### src/rtl/exe_multicycle_ctrl_pkg.sv
// Shared encodings for the EX-stage multi-cycle sequencer: FSM states, op classes, unit op codes.
package exe_ctrl_pkg;

  localparam logic [1:0] ST_IDLE = 2'd0;
  localparam logic [1:0] ST_BUSY = 2'd1;
  localparam logic [1:0] ST_DONE = 2'd2;

  localparam logic [1:0] OPC_SINGLE = 2'b00;
  localparam logic [1:0] OPC_MUL    = 2'b01;
  localparam logic [1:0] OPC_DIV    = 2'b10;

  typedef enum logic [0:0] {
    UOP_MUL = 1'b0,
    UOP_DIV = 1'b1
  } unit_op_e;

  // Class 11 is reserved and behaves like a single-cycle op.
  function automatic logic is_multicycle(input logic [1:0] opc);
    return (opc == OPC_MUL) || (opc == OPC_DIV);
  endfunction

endpackage

### src/rtl/exe_multicycle_ctrl_if.sv
// Pipeline <-> multi-cycle sequencer signal bundle; master is the pipeline, slave is the sequencer.
interface exe_multicycle_ctrl_if;
  logic        ex_valid;
  logic [1:0]  ex_op_class;
  logic        flush;
  logic        unit_start;
  logic        unit_op;
  logic        unit_abort;
  logic        stall;
  logic        ex_mem_bubble;
  logic        result_sel;
  logic        busy;
  logic [31:0] stall_cycles;

  modport master (
    output ex_valid, ex_op_class, flush,
    input  unit_start, unit_op, unit_abort, stall, ex_mem_bubble,
           result_sel, busy, stall_cycles
  );

  modport slave (
    input  ex_valid, ex_op_class, flush,
    output unit_start, unit_op, unit_abort, stall, ex_mem_bubble,
           result_sel, busy, stall_cycles
  );
endinterface

### src/rtl/exe_multicycle_ctrl_lat_down_counter.sv
// Loadable latency down-counter; holds at zero instead of wrapping.
module lat_down_counter #(
  parameter int CNT_W = 5
) (
  input  logic             clk,
  input  logic             rst_n,
  input  logic             i_load,
  input  logic [CNT_W-1:0] i_load_val,
  input  logic             i_dec,
  output logic             o_zero
);

  logic [CNT_W-1:0] r_cnt;

  // Load has priority over decrement; decrement stops at zero.
  always_ff @(posedge clk or negedge rst_n) begin
    if (!rst_n) begin
      r_cnt <= {CNT_W{1'b0}};
    end else if (i_load) begin
      r_cnt <= i_load_val;
    end else if (i_dec && (r_cnt != {CNT_W{1'b0}})) begin
      r_cnt <= r_cnt - {{(CNT_W-1){1'b0}}, 1'b1};
    end else begin
      r_cnt <= r_cnt;
    end
  end

  assign o_zero = (r_cnt == {CNT_W{1'b0}});

endmodule

### src/rtl/exe_multicycle_ctrl.sv
// EX-stage MUL/DIV sequencer: launches the iterative unit, stalls the front end, aborts on flush.
// Optional stall performance counter enabled by defining EXE_PERF_CNT_EN.
module exe_multicycle_ctrl
  import exe_ctrl_pkg::*;
#(
  parameter int MUL_LAT = 4,
  parameter int DIV_LAT = 16,
  parameter int CNT_W   = 5
) (
  input  logic                  clk,
  input  logic                  rst_n,
  exe_multicycle_ctrl_if.slave  bus
);

  localparam logic [CNT_W-1:0] MUL_LOAD = CNT_W'(MUL_LAT - 2);
  localparam logic [CNT_W-1:0] DIV_LOAD = CNT_W'(DIV_LAT - 2);

  logic [1:0]       r_state;
  logic [1:0]       w_state_nxt;
  logic             r_op;
  logic             w_launch;
  logic             w_op;
  logic             w_zero;
  logic             w_dec;
  logic             w_stall;
  logic             w_abort;
  logic [CNT_W-1:0] w_load_val;

  assign w_launch   = (r_state == ST_IDLE) && bus.ex_valid &&
                      is_multicycle(bus.ex_op_class) && !bus.flush;
  assign w_op       = (bus.ex_op_class == OPC_DIV) ? UOP_DIV : UOP_MUL;
  assign w_load_val = (w_op == UOP_DIV) ? DIV_LOAD : MUL_LOAD;
  assign w_dec      = (r_state == ST_BUSY) && !bus.flush && !w_zero;
  assign w_abort    = (r_state == ST_BUSY) && bus.flush;
  assign w_stall    = w_launch || ((r_state == ST_BUSY) && !bus.flush);

  lat_down_counter #(.CNT_W(CNT_W)) u_cnt (
    .clk        (clk),
    .rst_n      (rst_n),
    .i_load     (w_launch),
    .i_load_val (w_load_val),
    .i_dec      (w_dec),
    .o_zero     (w_zero)
  );

  // Next-state decode; DONE never re-evaluates launch so the op is issued once.
  always_comb begin
    w_state_nxt = r_state;
    case (r_state)
      ST_IDLE: begin
        if (w_launch) begin
          w_state_nxt = ST_BUSY;
        end else begin
          w_state_nxt = ST_IDLE;
        end
      end
      ST_BUSY: begin
        if (bus.flush) begin
          w_state_nxt = ST_IDLE;
        end else if (w_zero) begin
          w_state_nxt = ST_DONE;
        end else begin
          w_state_nxt = ST_BUSY;
        end
      end
      ST_DONE: w_state_nxt = ST_IDLE;
      default: w_state_nxt = ST_IDLE;
    endcase
  end

  // State and latched op code.
  always_ff @(posedge clk or negedge rst_n) begin
    if (!rst_n) begin
      r_state <= ST_IDLE;
      r_op    <= 1'b0;
    end else begin
      r_state <= w_state_nxt;
      if (w_launch) begin
        r_op <= w_op;
      end else begin
        r_op <= r_op;
      end
    end
  end

  // Launch and stall are combinational so the front end freezes in the entry cycle.
  assign bus.unit_start    = w_launch;
  assign bus.unit_op       = w_launch ? w_op : r_op;
  assign bus.unit_abort    = w_abort;
  assign bus.stall         = w_stall;
  assign bus.ex_mem_bubble = w_stall;
  assign bus.result_sel    = (r_state == ST_DONE);
  assign bus.busy          = w_launch || (r_state != ST_IDLE);

`ifdef EXE_PERF_CNT_EN
  logic [31:0] r_stall_cycles;

  // Saturating count of stalled cycles.
  always_ff @(posedge clk or negedge rst_n) begin
    if (!rst_n) begin
      r_stall_cycles <= 32'h0000_0000;
    end else if (w_stall && (r_stall_cycles != 32'hFFFF_FFFF)) begin
      r_stall_cycles <= r_stall_cycles + 32'h0000_0001;
    end else begin
      r_stall_cycles <= r_stall_cycles;
    end
  end

  assign bus.stall_cycles = r_stall_cycles;
`else
  assign bus.stall_cycles = 32'h0000_0000;
`endif

endmodule

### src/flat_wrapper.sv
// flat-port wrapper written by rule: the top's interface ports become plain ports
module exe_multicycle_ctrl_flat import exe_ctrl_pkg::*;
#(
  parameter int MUL_LAT = 4,
  parameter int DIV_LAT = 16,
  parameter int CNT_W   = 5
)
  (clk, rst_n, bus_ex_valid, bus_ex_op_class, bus_flush, bus_unit_start, bus_unit_op, bus_unit_abort, bus_stall, bus_ex_mem_bubble, bus_result_sel, bus_busy, bus_stall_cycles);
  exe_multicycle_ctrl_if bus_i ();
  input  logic clk;
  input  logic rst_n;
  input wire logic [$bits(bus_i.ex_valid)-1:0] bus_ex_valid;
  input wire logic [$bits(bus_i.ex_op_class)-1:0] bus_ex_op_class;
  input wire logic [$bits(bus_i.flush)-1:0] bus_flush;
  output wire logic [$bits(bus_i.unit_start)-1:0] bus_unit_start;
  output wire logic [$bits(bus_i.unit_op)-1:0] bus_unit_op;
  output wire logic [$bits(bus_i.unit_abort)-1:0] bus_unit_abort;
  output wire logic [$bits(bus_i.stall)-1:0] bus_stall;
  output wire logic [$bits(bus_i.ex_mem_bubble)-1:0] bus_ex_mem_bubble;
  output wire logic [$bits(bus_i.result_sel)-1:0] bus_result_sel;
  output wire logic [$bits(bus_i.busy)-1:0] bus_busy;
  output wire logic [$bits(bus_i.stall_cycles)-1:0] bus_stall_cycles;
  assign bus_i.ex_valid = bus_ex_valid;
  assign bus_i.ex_op_class = bus_ex_op_class;
  assign bus_i.flush = bus_flush;
  assign bus_unit_start = bus_i.unit_start;
  assign bus_unit_op = bus_i.unit_op;
  assign bus_unit_abort = bus_i.unit_abort;
  assign bus_stall = bus_i.stall;
  assign bus_ex_mem_bubble = bus_i.ex_mem_bubble;
  assign bus_result_sel = bus_i.result_sel;
  assign bus_busy = bus_i.busy;
  assign bus_stall_cycles = bus_i.stall_cycles;
  exe_multicycle_ctrl #(.MUL_LAT(MUL_LAT), .DIV_LAT(DIV_LAT), .CNT_W(CNT_W)) u_core (.clk(clk), .rst_n(rst_n), .bus(bus_i));
endmodule
### config.mk
export PLATFORM = sky130hd
export DESIGN_NAME = exe_multicycle_ctrl_flat
export DESIGN_NICKNAME = d
export VERILOG_FILES = /design/src/rtl/exe_multicycle_ctrl_pkg.sv /design/src/rtl/exe_multicycle_ctrl_if.sv /design/src/rtl/exe_multicycle_ctrl_lat_down_counter.sv /design/src/rtl/exe_multicycle_ctrl.sv /design/src/flat_wrapper.sv
export SDC_FILE = /design/constraint.sdc
export NUM_CORES = 1
export LEC_CHECK = 0
export ABC_AREA = 1
export BUFFER_PORTS_ARGS = -buffer_cell sky130_fd_sc_hd__buf_2
export CAP_MARGIN = 20
export CORE_MARGIN = 4
export CORE_UTILIZATION = 45
export DETAILED_ROUTE_END_ITERATION = 8
export GPL_TIMING_DRIVEN = 0
export PLACE_DENSITY = 0.83
export SYNTH_ARGS = -nofsm -noshare
export SYNTH_HDL_FRONTEND = slang
export SYNTH_SLANG_ARGS = --single-unit
### constraint.sdc
create_clock -name clk -period 2.4 [get_ports clk]
set_input_delay 0.12 -clock clk [delete_from_list [all_inputs] [get_ports clk]]
set_output_delay 0.12 -clock clk [all_outputs]
set_load 0.02 [all_outputs]
## Yosys cells after proc, flatten, opt, wreduce, memory -nomap -nowiden

Cells that the tools add are included.

| word-level totals | value |
|---|---|
| flip-flop bits (word level) | 8 |
| output and inout port bits | 39 |
| bits of input ports | 6 |

| cells by class | value |
|---|---|
| reductions and logical operators | 17 |
| equality and inequality tests | 4 |
| mux-type cells | 9 |
| add/sub/neg operators | 1 |

Operator list:

| kind | count |
|---|---|
| $mux W5 | 2 |
| $logic_and A1 B1 Y1 | 7 |
| $logic_not A5 Y1 | 1 |
| $reduce_bool A5 Y1 | 1 |
| $sub A5 B1 Y5 const B | 1 |
| $eq A2 B1 Y1 const B | 2 |
| $eq A2 B2 Y1 const B | 2 |
| $mux W2 | 2 |
| $mux W4 | 1 |
| $pmux W2 S2 | 1 |
| $reduce_bool A2 Y1 | 2 |
| $logic_or A1 B1 Y1 | 3 |
| $mux W1 | 3 |
| $logic_not A1 Y1 | 2 |
| $logic_not A2 Y1 | 1 |

## Longest topological paths before layout

| depth | value |
|---|---|
| depth after elaboration | 6 |
| mapped depth | 9 |
| depth with buffers taken out | 9 |

## Cells and area by module

A second synthesis with hierarchy kept.

| unflattened totals | value |
|---|---|
| cell total of the unflattened synthesis | 107 |
| area, all modules | 794.5 um^2 |

Modules (own cells, without submodules):

| module | times used | cells an instance | area each (um^2) | sequential area each (um^2) |
|---|---|---|---|---|
| exe_multicycle_ctrl | 1 | 61 | 459.2 | 75.1 |
| lat_down_counter | 1 | 46 | 335.3 | 125.1 |

## Worst setup path before layout

Ideal clock, no wire load.

| path | value |
|---|---|
| kind | flip-flop to flip-flop |
| start | register u_core.u_cnt.r_cnt[0] |
| end | register u_core.u_cnt.r_cnt[1] |
| buffers on the path | 0 |
| stages on the path, launching flop included | 10 |
| data arrival time | 1.109 ns |
| setup slack | 1.170 ns |
| required time | 2.279 ns |
| path through | dfrtp_1 > inv_1 > ha_1 > inv_1 > nor2_2 > nand3_1 > nand2_2 > nand2_4 > nand2_1 > o21ai_1 |

| on the way | value |
|---|---|
| word-level cells in the longest chain between the ends | 5 |
| elaborated cells between the ends (all ways) | 9 |

Ends and longest elaborated chain:

| element | RTL line | RTL |
|---|---|---|
| start, declared | exe_multicycle_ctrl_lat_down_counter.sv:13 | `logic [CNT_W-1:0] r_cnt;` |
| start signal, assigned | exe_multicycle_ctrl_lat_down_counter.sv:18 | `r_cnt <= {CNT_W{1'b0}};` |
| start signal, assigned | exe_multicycle_ctrl_lat_down_counter.sv:20 | `r_cnt <= i_load_val;` |
| start signal, assigned | exe_multicycle_ctrl_lat_down_counter.sv:22 | `r_cnt <= r_cnt - {{(CNT_W-1){1'b0}}, 1'b1};` |
| parallel branches: the longest is 5 deep, another holds $sub A5 B1 Y5 | -- |  |

Several ways; the timed one is not identified. The select of a mux whose other input is x is not followed.
A chain may end at the register's enable or synchronous reset.

## Worst setup path after layout

| path | value |
|---|---|
| start | register u_core.r_state[0] |
| end | output port bus_unit_op |

| on the way | value |
|---|---|
| word-level cells in the longest chain between the ends | 5 |

Ends and longest elaborated chain:

| element | RTL line | RTL |
|---|---|---|
| start, declared | exe_multicycle_ctrl.sv:18 | `logic [1:0] r_state;` |
| start signal, assigned | exe_multicycle_ctrl.sv:77 | `r_state <= w_state_nxt;` |
| $logic_not A2 Y1 | exe_multicycle_ctrl.sv:29 | `assign w_launch = (r_state == ST_IDLE) && bus.ex_valid &&` |
| $logic_and A1 B1 Y1 (2 in series) | exe_multicycle_ctrl.sv:29 |  |
| $logic_and A1 B1 Y1 | exe_multicycle_ctrl.sv:30 | `is_multicycle(bus.ex_op_class) && !bus.flush;` |
| $mux W1 | exe_multicycle_ctrl.sv:88 | `assign bus.unit_op = w_launch ? w_op : r_op;` |
| end, declared | flat_wrapper.sv:16 | `output wire logic [$bits(bus_i.unit_op)-1:0] bus_unit_op;` |

Every way passes these cells.

==> reports/results.ini <==
[outcome]
status=complete, no violations

[floorplan]
dieArea_mm2=0.00236
ios=45
chipHeight_um=48.6
die_w_um=48.6
core_area_mm2=0.00152
rows=14
start_util_pct=48.7

[critical_path]
slowest_stage=dfrtp_1
criticalPathCategory=reg2out
crit_fanout=10
max_stage_delay_ns=0.42
cp.arrival_ns=1.37
timing.critical_path.cells=nor2_4 -> nand3_4 -> inv_4 -> nand2_2 -> nand2_1 -> buf_2
path_buf_inv=2
cp_top_family=simple AND/OR/NAND/NOR gates
crit_path_start_kind=flop
worst_setup_path_end_kind=output port
required_ns=2.28

[drt]
route.vias.total=625
drt_pass1_iterations=4
drt_iter0_drc=10
final_antenna_net_count=0
wl_mm=1.39
drc_errors=0
wl_per_cell_um=8.72
via_per_inst=3.93

[flow_run]
maxCapViolations=0

[finish]
mostFrequentLayoutCells=buf_4 (33), conb_1 (32), nand2_1 (15), buf_2 (12), inv_1 (11)
area_growth_pct=30.9
diodes=0
nets=153
finish.instance_area_um2=971
layout-drive-gt1-share_pct=40.6
layout_commonest_cell=buf_4

[global_route]
grt_pass1_wl_mm=2.42
use_met1_pct=12.0
grt_util_met2_pct=24.1
first_global_vias=588
grt_usage_pct=12.6
grt_max_degree=11
met3_usage_pct=3.99
top_usage_layer=met2
grt_antenna_before_repair=0
gr-total-overflow=0

[clock_tree]
cts_buffer_depth=2
cts_buffers=3
clkTransAtPathRegs_ns=0.06
cts_sinks=8
post_cts_resized=0
cts_max_level=1
cts_root_buf=clkbuf_4
clkLatencyLatePin_ns=0.26
cts_tree=yes

[sta]
fin_tns_setup_ns=0
rsz0062_at_grt=false
fin_ws_ns=0.906
fin_crit_sh_pct=62.3
drv_slew=0
hold_viol_final=0
min_period_ns=1.49
skew_ns=0.00423
setup_viol=0
clock.fmax_mhz=669

[pwr]
ir_worst_vdd_uv=464
p_leak_nw=0.630
power_density_mw_per_mm2=680

[synthesis]
synth_cells=96
ys_types=18
avgSynthCellArea_um2=7.73
muxShareOfSynthArea_pct=0
synth-xor-area-share_pct=0
yosysTopAreaCell=buf_4
synth_warnings=0
synth_fa_ha_area_share_pct=3.37
post_synth_and_or_nand_nor_area_fraction_pct=26.0
synth_top_area_share_pct=33.4
synthTopCellsByArea=buf_4 (33%), dfrtp_1 (27%), nand2_1 (7.6%), inv_1 (5.6%), nor2_4 (4.6%)
ys_ff_latch=8
synth_compound_area_share_pct=3.37
synth.cell_area_um2=742
yosysSeqAreaShare_pct=27.0
synth_top_family_by_area=buffers and inverters

[placement]
post-place-ws_ns=1.03
place_congestion=0.718
portBuffers=12
post_dp_cell_area_um2=938
hpwl_mm=1.21

[min_path]
hold_path_class=in2reg

per-layer routing:
layer  vias up  wire length (µm)  share of wire [%]
li1        324                 -                  -
met1       275               457                 33
met2        22               783                 56
met3         4               117                8.4
met4         0                27                1.9
met5         -                 0                  0
cell usage after synthesis:
library cell / n
nand3_1: 5
nor2_1: 5
nand2_2: 3
dfrtp_1: 8
o21ai_1: 1
a21oi_1: 2
nor3_1: 1
conb_1: 1
o21ai_0: 2
nand2_4: 1
nor2_2: 1
nor2_4: 3
nand3_4: 1
buf_4: 33
nand2_1: 15
inv_4: 1
ha_1: 2
inv_1: 11
path summary, 6_finish.rpt:
| kind | from | endpoint | slack (ns) | cells past startpoint |
|---|---|---|---|---|
| worst max-delay path | u_core.r_state[0]$_DFF_PN0_ | bus_unit_op | 0.91 | 6 |
| worst min-delay path | bus_flush | u_core.r_state[1]$_DFF_PN0_ | 0.19 | 4 |
| worst max register to register | u_core.u_cnt.r_cnt[0]$_DFFE_PN0P_ | u_core.u_cnt.r_cnt[3]$_DFFE_PN0P_ | 1.02 | 9 |
| worst min register to register | u_core.r_op$_DFF_PN0_ | u_core.r_op$_DFF_PN0_ | 0.47 | 2 |
| max in group asynchronous | rst_n | u_core.r_state[1]$_DFF_PN0_ | 2.01 | 2 |
| min in group asynchronous | rst_n | u_core.u_cnt.r_cnt[3]$_DFFE_PN0P_ | 0.22 | 2 |
report_power, final:
part	internal [W]	leakage, nW	switching, W
clock	0.0000575	0.0138	0.0000493
combinational	0.000133	0.512	0.000215
sequential	0.000175	0.104	0.0000309
total	0.000365	0.630	0.000295
flip-flops by register name, summed over array words and instances (netlist names):
signal and count:
u_core.r_op 1, u_core.r_state 2, u_core.u_cnt.r_cnt 5
through the flow:
| stage | std cells | hold slack, ns | power, W | util [%] |
|---|---|---|---|---|
| 6_report | 159 | 0.192 | 0.000660 | 63.7 |
| 5_1_grt | 159 | 0.207 | 0.000716 | 63.7 |
| 4_1_cts | 159 | 0.192 | 0.000659 | 63.7 |
| 3_5_place_dp | 155 | -0.0275 | 0.000553 | 61.6 |
| 3_3_place_gp | 155 | -0.0312 | 0.000533 | 61.6 |
| 2_1_floorplan | 127 | -0.176 | 0.000489 | - |
cell families (layout without fill, tap and decap cells):
logic type	Yosys count	in the layout
AO/OA/AOI/OAI	5	5
adder cells (fa/ha/maj)	2	2
buffers and inverters	45	61
flip-flops	8	8
other	1	32
AND/OR/NAND/NOR	35	35
cell type report:
| type | instances | area [µm²] |
|---|---|---|
| Tap cell | 16 | 20.0 |
| Clock buffer | 3 | 22.5 |
| Fill cell | 126 | 553 |
| Timing Repair Buffer | 13 | 70.1 |
| Sequential cell | 8 | 200 |
| Inverter | 12 | 47.5 |
| Buffer | 33 | 248 |
| Multi-Input combinational cell | 74 | 363 |
tightest hold or removal path, stage by stage:
cell	delay (ns)
buf_2	0.11
nor2_4	0.05
inv_1	0.08
nor3_1	0.05
repair_timing:
item | CTS | global route
hold endpoints to repair | 8 | 0
hold buffers | 1 | 0
buffers inserted | 0 | 0
(Power assumes the default switching activity.)
